--- config.mk ---
export PLATFORM = sky130hd
export DESIGN_NAME = robo_motion_sequencer
export DESIGN_NICKNAME = d
export VERILOG_FILES = /design/src/rtl/robo_pkg.sv /design/src/rtl/robo_cycle_timer.sv /design/src/rtl/robo_motion_sequencer.sv
export SDC_FILE = /design/constraint.sdc
export NUM_CORES = 1
export LEC_CHECK = 0
export ABC_AREA = 1
export ABC_CLOCK_PERIOD_IN_PS = 1700
export CAP_MARGIN = 20
export CORE_AREA = 5 5 59 61
export CTS_CLUSTER_DIAMETER = 60
export DETAILED_ROUTE_END_ITERATION = 16
export DIE_AREA = 0 0 64 66
export PLACE_DENSITY = 0.63
export SYNTH_ARGS = -nofsm -noshare
export SYNTH_HDL_FRONTEND = slang
export SYNTH_SLANG_ARGS = --single-unit
--- constraint.sdc ---
create_clock -name clock -period 1.7 [get_ports clock]
set_clock_uncertainty 0.15 [all_clocks]
set_input_delay 0.51 -clock clock [delete_from_list [all_inputs] [get_ports clock]]
set_output_delay 0.51 -clock clock [all_outputs]
set_load 0.005 [all_outputs]
--- src/rtl/robo_pkg.sv ---
// Shared types for the wall-follower motion sequencer: FSM state encoding
// and the 4-bit wheel command words {l_en, l_rev, r_en, r_rev}.
package robo_pkg;

    typedef enum logic [2:0] {
        ST_IDLE    = 3'd0,
        ST_FORWARD = 3'd1,
        ST_TURN    = 3'd2,
        ST_SETTLE  = 3'd3,
        ST_HALT    = 3'd4
    } state_t;

    localparam logic [3:0] MOT_OFF    = 4'b0000;
    localparam logic [3:0] MOT_FWD    = 4'b1010;
    localparam logic [3:0] MOT_SPIN_R = 4'b1011;

endpackage

--- src/rtl/robo_cycle_timer.sv ---
// Loadable down-counter that times each motion phase; it parks at zero
// rather than wrapping so idle states keep a stable zero flag.
module robo_cycle_timer #(
    parameter int CNT_W = 8
) (
    input  logic             clock,
    input  logic             reset,
    input  logic             i_load,
    input  logic [CNT_W-1:0] i_load_val,
    output logic [CNT_W-1:0] o_value,
    output logic             o_zero
);

    logic [CNT_W-1:0] r_value;

    always_ff @(posedge clock) begin
        if (reset)
            r_value <= '0;
        else if (i_load)
            r_value <= i_load_val;
        else if (r_value != '0)
            r_value <= r_value - CNT_W'(1);
    end

    assign o_value = r_value;
    assign o_zero  = (r_value == '0);

endmodule

--- src/rtl/robo_motion_sequencer.sv ---
// Turns avancar/girar decisions into timed wheel drive with a settle gap,
// bump abort on forward moves and a halt after too many consecutive turns.
module robo_motion_sequencer
    import robo_pkg::*;
#(
    parameter int FWD_CYCLES    = 8,
    parameter int TURN_CYCLES   = 12,
    parameter int SETTLE_CYCLES = 2,
    parameter int MAX_TURNS     = 4,
    parameter int CNT_W         = 8,
    parameter int TC_W          = $clog2(MAX_TURNS+1)
) (
    input  logic            clock,
    input  logic            reset,
    input  logic            avancar,
    input  logic            girar,
    input  logic            head,
    input  logic            clear_stuck,
    output logic            motor_left_en,
    output logic            motor_left_rev,
    output logic            motor_right_en,
    output logic            motor_right_rev,
    output logic            busy,
    output logic            step_done,
    output logic            bumped,
    output logic            stuck,
    output logic [TC_W-1:0] turn_count
);

    localparam logic [CNT_W-1:0] FWD_LD    = CNT_W'(FWD_CYCLES - 1);
    localparam logic [CNT_W-1:0] TURN_LD   = CNT_W'(TURN_CYCLES - 1);
    localparam logic [CNT_W-1:0] SETTLE_LD = CNT_W'(SETTLE_CYCLES - 1);
    localparam logic [TC_W-1:0]  TC_MAX    = TC_W'(MAX_TURNS);

    state_t           r_state, w_next;
    logic             w_load, w_bump, w_tmr_zero;
    logic [CNT_W-1:0] w_load_val, w_tmr_value, w_tmr_next;
    logic [TC_W-1:0]  r_turn_count, w_tc_next, w_tc_inc;
    logic [3:0]       r_mot, w_mot;
    logic             r_busy, r_step_done, r_bumped, r_stuck;
    logic             w_busy, w_step_done, w_stuck;

    robo_cycle_timer #(.CNT_W(CNT_W)) u_timer (
        .clock      (clock),
        .reset      (reset),
        .i_load     (w_load),
        .i_load_val (w_load_val),
        .o_value    (w_tmr_value),
        .o_zero     (w_tmr_zero)
    );

    always_ff @(posedge clock) begin
        if (reset) begin
            r_state      <= ST_IDLE;
            r_turn_count <= '0;
        end else begin
            r_state      <= w_next;
            r_turn_count <= w_tc_next;
        end
    end

    assign w_tc_inc = (r_turn_count == TC_MAX) ? r_turn_count : r_turn_count + TC_W'(1);

    always_comb begin
        w_next     = r_state;
        w_load     = 1'b0;
        w_load_val = '0;
        w_tc_next  = r_turn_count;
        w_bump     = 1'b0;
        case (r_state)
            ST_IDLE: begin
                if (girar) begin
                    w_next     = ST_TURN;
                    w_load     = 1'b1;
                    w_load_val = TURN_LD;
                end else if (avancar) begin
                    w_next     = ST_FORWARD;
                    w_load     = 1'b1;
                    w_load_val = FWD_LD;
                end
            end
            ST_FORWARD: begin
                // A bump still counts as a forward move, so the turn streak resets.
                if (head || w_tmr_zero) begin
                    w_next     = ST_SETTLE;
                    w_load     = 1'b1;
                    w_load_val = SETTLE_LD;
                    w_tc_next  = '0;
                    w_bump     = head;
                end
            end
            ST_TURN: begin
                if (w_tmr_zero) begin
                    w_tc_next = w_tc_inc;
                    if (w_tc_inc == TC_MAX) begin
                        w_next = ST_HALT;
                    end else begin
                        w_next     = ST_SETTLE;
                        w_load     = 1'b1;
                        w_load_val = SETTLE_LD;
                    end
                end
            end
            ST_SETTLE: begin
                if (w_tmr_zero)
                    w_next = ST_IDLE;
            end
            ST_HALT: begin
                if (clear_stuck) begin
                    w_next    = ST_IDLE;
                    w_tc_next = '0;
                end
            end
            default: w_next = ST_IDLE;
        endcase
    end

    // Outputs are decoded from the next state and timer so they land in the
    // same cycle the state takes effect.
    assign w_tmr_next = w_load ? w_load_val :
                        (w_tmr_zero ? '0 : w_tmr_value - CNT_W'(1));

    always_comb begin
        w_mot       = MOT_OFF;
        w_busy      = (w_next != ST_IDLE);
        w_stuck     = (w_next == ST_HALT);
        w_step_done = (w_next == ST_SETTLE) && (w_tmr_next == '0);
        case (w_next)
            ST_FORWARD: w_mot = MOT_FWD;
            ST_TURN:    w_mot = MOT_SPIN_R;
            default:    w_mot = MOT_OFF;
        endcase
    end

    always_ff @(posedge clock) begin
        if (reset) begin
            r_mot       <= MOT_OFF;
            r_busy      <= 1'b0;
            r_step_done <= 1'b0;
            r_bumped    <= 1'b0;
            r_stuck     <= 1'b0;
        end else begin
            r_mot       <= w_mot;
            r_busy      <= w_busy;
            r_step_done <= w_step_done;
            r_bumped    <= w_bump;
            r_stuck     <= w_stuck;
        end
    end

    assign motor_left_en   = r_mot[3];
    assign motor_left_rev  = r_mot[2];
    assign motor_right_en  = r_mot[1];
    assign motor_right_rev = r_mot[0];
    assign busy            = r_busy;
    assign step_done       = r_step_done;
    assign bumped          = r_bumped;
    assign stuck           = r_stuck;
    assign turn_count      = r_turn_count;

endmodule

==> impl_metrics.py <==
metrics = {
    "run_status": {
        "run_status": "complete, no violations",
    },
    "synthesis": {
        "synth_area_leaders": "dfxtp_1 34%, nand2_1 12%, inv_1 7.7%",
        "syn_avg_cell_area_sq_um": 6.75,
        "synth_area_sq_um": 1170,
        "async_flop_share": 0,
        "synth_common_cells": "37 x nand2_1, 24 x inv_1, 24 x nor2_1",
        "yosysSeqAreaShare": 0.343,
        "synth_top_area_frac": 0.343,
        "synth.most_common_cell": "nand2_1",
        "dominantRegCellSynth": "dfxtp_1",
        "synthCells": 173,
        "synth_edf_count": 0,
        "synth.distinct_cells": 27,
        "synth_top_area_cell": "dfxtp_1",
        "synth_nets": 182,
        "ys_warn_count": 0,
        "ys_seq_elements": 20,
    },
    "clock_tree": {
        "tritoncts": "done",
        "cts_sinks": 20,
        "clock_latency_ns": 0.31,
        "numCtsBuffers": 3,
        "ctsHoldBuffers": 0,
        "h-tree-depth": 1,
        "root_buffer": "clkbuf_4",
        "clk_path_buf_depth": 2,
        "clk_pin_slew_worst_paths_ns": 0.12,
    },
    "die": {
        "die_x_microns": 64,
        "pin_count": 17,
        "core_sq_um": 2930,
        "dieArea_sq_um": 4220,
        "start_util": 0.399,
        "die_h_microns": 66,
        "num_rows": 20,
    },
    "timing": {
        "finalSetupViolCount": 0,
        "finalMaxSlewViolations": 0,
        "whs_ns": 0.463,
        "hold_viol_final": 0,
        "fin_crit_sh": 0.996,
        "rsz0062_at_grt": "yes",
        "setup_slack_ns": 0.00706,
        "max_freq_mhz": 591,
        "period_minus_slack_ns": 1.69,
    },
    "critical_path": {
        "critPathKind": "flip-flop to flip-flop",
        "startpoint_type": "flip-flop",
        "path_cells": "buf_6 > inv_2 > ha_4 > nand2_4 > nand2_2 > nand2_2 > nand3_4 > nand2_8 > nand2_4 > inv_4 > nand2_4 > nand2_2 > nand3_2",
        "slowest_stage": "dfxtp_2",
        "crit_path_max_fanout": 6,
        "max_stage_delay_ns": 0.36,
        "required_ns": 1.77,
        "crit_arrival_ns": 1.76,
        "crit_path_end_kind": "flip-flop",
    },
    "placement": {
        "post-place-ws_ns": -0.185,
        "dp.cells": 229,
        "hpwl_mm": 1.97,
        "gp_congestion": 0.847,
        "portBuffers": 15,
    },
    "hold_path": {
        "hold_class": "flip-flop to flip-flop",
    },
    "route": {
        "dr.pass1.iters": 4,
        "detail-route-antenna-nets": 0,
        "drt_iter0_markers": 60,
        "wl_per_cell_microns": 12.9,
        "routed_wl_mm": 3.09,
        "via_per_inst": 4.84,
        "drc_errors": 0,
        "via_count": 1156,
    },
    "final_layout": {
        "utilization": 0.579,
        "insertedDiodeCount": 0,
        "nFillCells": 264,
        "post_route_cells_drive_above_1_share": 0.379,
        "ff_latch_area_sq_um": 409,
        "multi_input_area_sq_um": 785,
        "nNetsFinal": 216,
        "area_delta_synth_final_pct": 45.2,
        "instances_no_fill": 239,
    },
    "global_routing": {
        "grt_pass1_vias": 1123,
        "grt_max_degree": 13,
        "antenna_found_initial": 0,
        "gr-total-overflow": 0,
        "grt_pass1_wl_mm": 4.70,
        "track_usage": 0.141,
    },
    "power": {
        "p_total_mw": 3.69,
        "p_per_area_nw_per_um2": 2180,
        "ir_worst_vdd_mv": 1.17,
        "leakage_nw": 0.815,
    },
    "run": {
        "cap_violations": 0,
    },
}
-- power breakdown --
part           switching, mW  leakage, nW  internal (mW)
clock network          0.162       0.0279          0.238
logic                   1.46        0.621           1.07
registers              0.117        0.166          0.646
-- layout make-up --
cell class              instances  share of cell area
clock buffers                   3              0.0133
clock inverters                 1              0.0177
inverters                      32              0.0738
multi-input cells             118               0.463
flip-flops and latches         20               0.241
well taps                      33              0.0244
repair buffers                 32               0.167
-- cell usage in the layout, fill, tap and decap left out, drive strengths merged --
cell type,instances
dlygate4sd2,9
a21oi,5
xnor2,1
ha,3
o21ai,8
nor3,2
nor2,29
buf,17
clkbuf,3
o21a,1
clkdlybuf4s50,5
bufinv,1
clkdlybuf4s15,1
or2,2
inv,32
nand3,16
nand2,42
dfxtp,20
conb,1
xor2,4
nand4,3
o211ai,1
-- flip-flops by register name, summed over array words and instances (netlist names) --
name,count
u_timer.o_value,8
busy,1
stuck,1
turn_count,3
bumped,1
step_done,1
r_mot,2
r_state,3
-- through the flow --
stage | setup TNS, ns | cell area, sq um
floorplan | 0 | 1170
global placement | -1.81 | 1440
detailed placement | -2.09 | 1440
CTS | 0 | 1540
global route | -0.279 | 1700
finish | 0 | 1700
-- final timing paths --
path	from	endpoint	slack, ns	cells past startpoint
max	turn_count[0]	busy	0.007	13
min	u_timer.o_value[4]	u_timer.o_value[4]	0.46	3
max reg2reg	turn_count[0]	busy	0.007	13
min reg2reg	u_timer.o_value[4]	u_timer.o_value[4]	0.46	3
-- kinds of logic (layout without fill, tap and decap cells) --
kind of cell,count (synthesis),count (layout),share of synthesized area
simple gates,94,94,0.393
buf+inv,35,68,0.119
flops,20,20,0.343
compound gates,15,15,0.0718
xor+xnor,5,5,0.0375
fa+ha+maj,3,3,0.0322
other cells,1,1,0.00321
-- per-layer routing --
metal	vias up	global-route usage	wire length, microns
met1	522	0.165	1250
met3	14	0.0289	105
li1	598	-	-
met5	-	0	0
met2	22	0.240	1640
met4	0	0.0727	95
-- what timing repair did --
| item | CTS | global route |
|---|---|---|
| gates resized for setup | 19 | 42 |
| pin swaps | 5 | 20 |
| endpoints found under the hold margin | 0 | 0 |
| setup endpoints to repair | 15 | 19 |
| setup buffers | 6 | 1 |
-- worst max-delay path: cells and delay by family, from the launching register on --
family / cells / cell delay [ns]
adder cells (fa/ha/maj): 1 / 0.16
AND/OR/NAND/NOR: 9 / 0.70
buffers and inverters: 3 / 0.22
flip-flops: 1 / 0.36
Power figures use the tool's default switching activity.
